[src/rtl/dot_product_sequencer.sv]
// dot_product_sequencer: sequential 8-element unsigned dot product over a shared operand memory
// Ports: clk, rst_n (async active-low), comp_start in; mem_addr/mem_rd out, mem_rdata in
//   (1-cycle synchronous read); busy, comp_done, comp_result, overflow out.
// Build option: DOTP_SATURATE_EN clamps comp_result to all-ones on overflow instead of truncating.
module dot_product_sequencer #(
    parameter int N_ELEM = 8,
    parameter int DATA_W = 8,
    parameter int ADDR_W = 4,
    parameter int B_BASE = 8
) (
    input  logic              clk,
    input  logic              rst_n,
    input  logic              comp_start,
    output logic [ADDR_W-1:0] mem_addr,
    output logic              mem_rd,
    input  logic [DATA_W-1:0] mem_rdata,
    output logic              busy,
    output logic              comp_done,
    output logic [DATA_W-1:0] comp_result,
    output logic              overflow
);
    localparam int ACC_W = 2*DATA_W + 3;
    localparam int IDX_W = $clog2(N_ELEM);
    localparam logic [2:0] IDLE    = 3'd0;
    localparam logic [2:0] FETCH_A = 3'd1;
    localparam logic [2:0] FETCH_B = 3'd2;
    localparam logic [2:0] MAC     = 3'd3;
    localparam logic [2:0] DONE    = 3'd4;
    logic [2:0]          state;
    logic [IDX_W-1:0]    idx;
    logic [DATA_W-1:0]   a_reg;
    logic [ACC_W-1:0]    acc;
    logic [2*DATA_W-1:0] prod;
    logic [ACC_W-1:0]    acc_nxt;
    logic                ovf_nxt;
    logic [DATA_W-1:0]   res_nxt;
    logic                last;
    // In MAC the read data returning is the B element; a_reg holds the A element.
    assign prod    = {{DATA_W{1'b0}}, a_reg} * {{DATA_W{1'b0}}, mem_rdata};
    assign acc_nxt = acc + {3'b000, prod};
    assign ovf_nxt = |acc_nxt[ACC_W-1:DATA_W];
`ifdef DOTP_SATURATE_EN
    assign res_nxt = ovf_nxt ? {DATA_W{1'b1}} : acc_nxt[DATA_W-1:0];
`else
    assign res_nxt = acc_nxt[DATA_W-1:0];
`endif
    assign last      = idx == IDX_W'(N_ELEM - 1);
    assign mem_rd    = state == FETCH_A || state == FETCH_B;
    assign mem_addr  = state == FETCH_A ? ADDR_W'(idx) :
                       state == FETCH_B ? ADDR_W'(B_BASE) + ADDR_W'(idx) : '0;
    assign busy      = state != IDLE;
    assign comp_done = state == DONE;
    // DONE also samples comp_start so a held start restarts with no idle bubble.
    always_ff @(posedge clk or negedge rst_n) begin
        if (!rst_n) begin
            state       <= IDLE;
            idx         <= '0;
            a_reg       <= '0;
            acc         <= '0;
            comp_result <= '0;
            overflow    <= 1'b0;
        end else begin
            case (state)
                IDLE, DONE: begin
                    state <= comp_start ? FETCH_A : IDLE;
                    if (comp_start) begin
                        acc <= '0;
                        idx <= '0;
                    end
                end
                FETCH_A: state <= FETCH_B;
                FETCH_B: begin
                    a_reg <= mem_rdata;
                    state <= MAC;
                end
                MAC: begin
                    acc   <= acc_nxt;
                    state <= last ? DONE : FETCH_A;
                    if (last) begin
                        comp_result <= res_nxt;
                        overflow    <= ovf_nxt;
                    end else begin
                        idx <= idx + 1'b1;
                    end
                end
                default: state <= IDLE;
            endcase
        end
    end
endmodule

[config.mk]
export PLATFORM = sky130hd
export DESIGN_NAME = dot_product_sequencer
export DESIGN_NICKNAME = d
export VERILOG_FILES = /design/src/rtl/dot_product_sequencer.sv
export SDC_FILE = /design/constraint.sdc
export NUM_CORES = 1
export LEC_CHECK = 0
export ABC_CLOCK_PERIOD_IN_PS = 9000
export CAP_MARGIN = 0
export CORE_MARGIN = 2
export CORE_UTILIZATION = 50
export DETAILED_ROUTE_END_ITERATION = 10
export PLACE_DENSITY = 0.78
export SLEW_MARGIN = 20
export SYNTH_ARGS = -nofsm -noshare
export SYNTH_HDL_FRONTEND = slang
export SYNTH_SLANG_ARGS = --single-unit
[constraint.sdc]
create_clock -name clk -period 9 [get_ports clk]
set_clock_uncertainty 0.1 [all_clocks]
set_input_delay 1.35 -clock clk [delete_from_list [all_inputs] [get_ports clk]]
set_output_delay 1.35 -clock clk [all_outputs]
set_load 0.05 [all_outputs]
Word-level counts from Yosys, hierarchy flattened
Index checks and enable logic that the tools add are counted.
{"block": "word_totals", "wordCells": 36, "register_bits": 42, "output_inout_bits": 16, "in_bits": 11}
{"block": "classes", "n_reduce_logical": 9, "n_addsub": 3, "n_mux": 10, "eq_ne": 7, "mul": 1}
{"cell": "$pmux W19 S2", "n": 1}
{"cell": "$add A19 B16 Y19", "n": 1}
{"cell": "$mux W19", "n": 1}
{"cell": "$mul A8 B8 Y16", "n": 1}
{"cell": "$pmux W3 S4", "n": 1}
{"cell": "$reduce_or A11 Y1", "n": 1}
{"cell": "$mux W3", "n": 3}
{"cell": "$mux W4", "n": 2}
{"cell": "$eq A3 B2 Y1 const B", "n": 2}
{"cell": "$eq A3 B3 Y1 const B", "n": 2}
{"cell": "$pmux W3 S2", "n": 1}
{"cell": "$add A4 B3 Y4 const A", "n": 1}
{"cell": "$ne A2 B2 Y1 const B", "n": 2}
{"cell": "$reduce_and A2 Y1", "n": 2}
{"cell": "$add A3 B1 Y3 const B", "n": 1}
{"cell": "$eq A3 B1 Y1 const B", "n": 1}
{"cell": "$logic_not A3 Y1", "n": 1}
{"cell": "$reduce_and A3 Y1", "n": 1}
{"cell": "$reduce_bool A3 Y1", "n": 1}
{"cell": "$reduce_bool A2 Y1", "n": 1}
{"cell": "$reduce_or A2 Y1", "n": 1}
{"cell": "$logic_or A1 B1 Y1", "n": 1}
{"cell": "$mux W1", "n": 1}

Depth between registers and ports, before layout
{"block": "depth", "depth_word": 4, "ltp_mapped": 18}

Worst setup path before layout
No wires, ideal clock.
{"block": "synth_path", "path_type": "in2reg", "start": "in mem_rdata[1]", "end": "reg overflow", "n_path_buf": 1, "setup_slack_ns": 3.243, "t_arrival_ns": 5.524, "cell_stages": 17, "cell_sequence": "clkbuf_1 > nand2_1 > fa_1 > inv_1 > fa_1 > inv_1 > fa_1 > fa_1 > inv_1 > ha_1 > o21a_1 > o31a_1 > o31a_1 > o211ai_2 > or3b_1 > nor4_2 > a31oi_1"}
{"block": "synth_between", "elab_chain_len": 3}
{"item": "from (decl)", "line_no": "16", "source": "input logic [DATA_W-1:0] mem_rdata,"}
{"item": "$mul A8 B8 Y16", "line_no": "39", "source": "assign prod = {{DATA_W{1'b0}}, a_reg} * {{DATA_W{1'b0}}, mem_rdata};"}
{"item": "$add A19 B16 Y19", "line_no": "40", "source": "assign acc_nxt = acc + {3'b000, prod};"}
{"item": "$reduce_or A11 Y1", "line_no": "41", "source": "assign ovf_nxt = |acc_nxt[ACC_W-1:DATA_W];"}
{"item": "to (signal assigned)", "line_no": "81", "source": "overflow <= ovf_nxt;"}
{"item": "to (decl)", "line_no": "20", "source": "output logic overflow"}
No other way between the ends.
A chain may end at the register's enable or synchronous reset.

Worst setup path after layout
{"block": "layout_path", "start": "in mem_rdata[7]", "end": "reg overflow"}
The elaborated chain is that of the path after synthesis.

==> results.txt <==
----------------------------------------------------
[Drt]
  Count of antenna-violating nets left after detailed routing ... 0
  Wire length on met3 ... between 300 and 400 µm
  DR vias ... 3,222
  Routed met2 length ... 4.72 mm
  Iteration-0 DRC Markers ... 243
  Iteration count of the initial detailed-routing pass ... 4
  Per-cell via count in the routed design ... 5.42
  Average routed wire per standard cell ... 15.1 µm
  Total wirelength of the detailed-routed design ... 9.00 mm
  Top layer used by detailed routing ... met4
  Final routed DRC violation total ... 0
  Routed length on met1 ... 3.84 mm

[Placement]
  Routability congestion estimate from global placement ... around 0.86
  I/O Buffers ... 26
  Post-detailed-placement half-perimeter wirelength ... 7.26 mm

[Setup path]
  Arrival time of the worst setup path ... 6.50 ns
  Crit Path Class ... primary input to register
  Crit path max fanout ... 9
  Type of destination of the critical path ... register
  Required time of the critical path ... slightly above 9 ns
  Kind of launch point of the worst setup path ... primary input

[Floorplan]
  Die Wd ... between 90 and 100 µm
  Starting Density ... 51.0%
  Top-level port count ... 27
  Die H ... 97.7 µm
  Placement Rows ... 34
  Core ar. ... 8590 µm²
  Die ar. ... 9540 µm²

[Synthesis]
  Prevailing post-synth register cell ... sky130_fd_sc_hd__dfrtp_1
  Cell types occupying the most area after synthesis ... sky130_fd_sc_hd__dfrtp_1, sky130_fd_sc_hd__fa_1, sky130_fd_sc_hd__ha_1
  Cell accounting for the most synthesized area ... sky130_fd_sc_hd__dfrtp_1
  Post-synthesis instance area ... 4390 µm²
  Fraction of synthesized cell area taken by the top area cell type ... 24.0%
  Share of synthesized registers carrying an async set or reset ... 100%
  Syn avg cell area ... roughly 9.5 µm²
  Synth top cells by count ... sky130_fd_sc_hd__inv_1, sky130_fd_sc_hd__nand2_1, sky130_fd_sc_hd__fa_1, sky130_fd_sc_hd__ha_1, sky130_fd_sc_hd__dfrtp_1
  Most frequent cell after synthesis ... sky130_fd_sc_hd__inv_1
  Number of different library cells in the post-synthesis netlist ... 51
  EDFF count, synth ... 0
  Post-Synthesis Cells ... between 400 and 500
  Synth warn ... 0
  Number of flip-flops and latches in the synthesized netlist ... 42
  Syn Nets ... 567
  Seq/Total Area, Yosys ... 24.0%

[Clock tree]
  Total number of clock tree sinks ... 42
  Clock root buffer ... sky130_fd_sc_hd__clkbuf_8
  Largest buffer count on any clock path ... 2
  CTS clock-pin slew for the worst setup and hold paths ... 0.10 ns
  Clock tree from TritonCTS ... done
  Clock latency reported for the late side of the worst-skew pair ... 0.30 ns
  Post-cts resize count ... 0
  CTS Hold Bufs ... 0
  CTS H-Tree Depth ... 2
  Setup repair bufs after CTS ... 0
  Num CTS Buffers ... 5

[Final layout]
  Area added between synthesis and finish ... 10.2%
  Diode insertion count for antenna repair ... 0
  Combined area of the multi-input logic cells ... between 2000 and 3000 µm²
  Final core utilization ... 56.2%
  Number of flip-flops under the largest register name ... 19
  Filler Cell Count ... roughly 750
  Nets ... 590
  Sequential cell area ... between 1000 and 1500 µm²
  Fraction of final layout cells with drive strength greater than 1 ... 7.19%

[Timing]
  Tightest slew margin relative to the limit ... 26.9%
  Final period util ... 71.0%
  Setup TNS ... 0 ns
  Hold WS ... 0.396 ns
  Maximum clock frequency ... ~0.16 GHz
  Number of failing setup endpoints in the final timing report ... 0
  Number of hold violations in the final report ... 0
  Period minus WS final ... between 6 and 7 ns
  Count of final max-slew check failures ... 0
  Worst-Margin Slew ... 1.09 ns
  RSZ-0062 raised after global routing ... false

[Global route]
  Largest net degree at the start of global routing ... 43
  Global route total overflow ... 0
  First-pass GRT wire length ... around 16 mm
  Antenna violations before repair ... 0
  Total GRT Usage ... 20.1%
  Vias in the first global route ... 3,388

[Flow run]
  Max Cap Viol ... 0

[Min path]
  Kind of path behind the tightest hold check ... register to register

[Status]
  Result of the run ... completed

----------------------------------------------------
[cell type report]
class	instances	share of cell area, %
Clock buffer	5	1.42
Clock inverter	3	0.518
Inverter	101	7.84
Multi-Input combinational cell	309	60.2
Sequential cell	42	21.7
Tap cell	108	2.80
Timing Repair Buffer	27	5.44
[layout by cell type, fill, tap and decap left out, types with 2 or more instances in the layout]
cell type / instances
sky130_fd_sc_hd__a21oi_1: 8
sky130_fd_sc_hd__a22o_1: 12
sky130_fd_sc_hd__a311oi_1: 2
sky130_fd_sc_hd__a31oi_1: 2
sky130_fd_sc_hd__and2_1: 36
sky130_fd_sc_hd__and3_1: 2
sky130_fd_sc_hd__clkbuf_8: 5
sky130_fd_sc_hd__clkdlybuf4s50_1: 25
sky130_fd_sc_hd__dfrtp_1: 42
sky130_fd_sc_hd__fa_1: 50
sky130_fd_sc_hd__ha_1: 43
sky130_fd_sc_hd__inv_1: 101
sky130_fd_sc_hd__mux2_2: 14
sky130_fd_sc_hd__nand2_1: 58
sky130_fd_sc_hd__nand3_1: 5
sky130_fd_sc_hd__nor2_1: 11
sky130_fd_sc_hd__nor2b_1: 2
sky130_fd_sc_hd__nor3_1: 4
sky130_fd_sc_hd__o2111ai_1: 2
sky130_fd_sc_hd__o21a_1: 4
sky130_fd_sc_hd__o21ai_0: 10
sky130_fd_sc_hd__o31a_1: 2
sky130_fd_sc_hd__o31ai_1: 3
sky130_fd_sc_hd__or2_2: 3
sky130_fd_sc_hd__or3_1: 3
sky130_fd_sc_hd__xnor2_1: 4
sky130_fd_sc_hd__xor2_1: 5
[metal layers]
metal | GRT usage (%) | up-vias
li1 | - | 1535
met1 | 26.8 | 1606
met2 | 34.8 | 70
met3 | 1.73 | 11
met4 | 6.52 | 0
met5 | 0 | -
[logic make-up after synthesis]
| logic type | share of synthesized area [%] |
|---|---|
| buffers and inverters | 9.64 |
| muxes | 3.82 |
| xor gates and xnor gates | 1.80 |
| DFF | 24.0 |
| adders and majority gates | 35.1 |
| AOI/OAI and AO/OA | 10.5 |
| and+or+nand+nor | 15.2 |
[worst paths after layout]
| check | end | from | slack, ns | depth (start not counted) |
|---|---|---|---|---|
| worst max-delay path | overflow$_DFFE_PN0P_ | mem_rdata[7] | 2.61 | 16 |
| worst min-delay path | acc[4]$_DFFE_PN0P_ | acc[4]$_DFFE_PN0P_ | 0.40 | 2 |
| worst max register to register | overflow$_DFFE_PN0P_ | a_reg[3]$_DFFE_PN0P_ | 3.80 | 15 |
| worst min register to register | acc[4]$_DFFE_PN0P_ | acc[4]$_DFFE_PN0P_ | 0.40 | 2 |
| max in group asynchronous | acc[7]$_DFFE_PN0P_ | rst_n | 7.09 | 1 |
| min in group asynchronous | comp_result[6]$_DFFE_PN0P_ | rst_n | 1.11 | 1 |
[worst max-delay path, cell delays in order]
cell and delay [ns]:
sky130_fd_sc_hd__clkdlybuf4s50_1 0.58, sky130_fd_sc_hd__and2_1 0.28, sky130_fd_sc_hd__fa_1 0.51, sky130_fd_sc_hd__fa_1 0.52, sky130_fd_sc_hd__fa_1 0.55, sky130_fd_sc_hd__inv_1 0.06, sky130_fd_sc_hd__fa_1 0.53, sky130_fd_sc_hd__inv_1 0.04
sky130_fd_sc_hd__ha_1 0.34, sky130_fd_sc_hd__a21oi_1 0.14, sky130_fd_sc_hd__o21ai_0 0.23, sky130_fd_sc_hd__or3_1 0.41, sky130_fd_sc_hd__o21a_1 0.21, sky130_fd_sc_hd__o311ai_1 0.46, sky130_fd_sc_hd__nor2_1 0.10, sky130_fd_sc_hd__a31oi_1 0.20
[through the flow]
stage	setup WS, ns	instances	instance area, µm²
2_1_floorplan	3.24	463	4390
3_3_place_gp	2.49	587	4740
3_5_place_dp	2.29	587	4740
4_1_cts	2.60	595	4830
5_1_grt	2.33	595	4830
6_report	2.61	595	4830
Power is not shown: default switching activity piles up to over one toggle a cycle in this logic, so the estimate is an artifact.
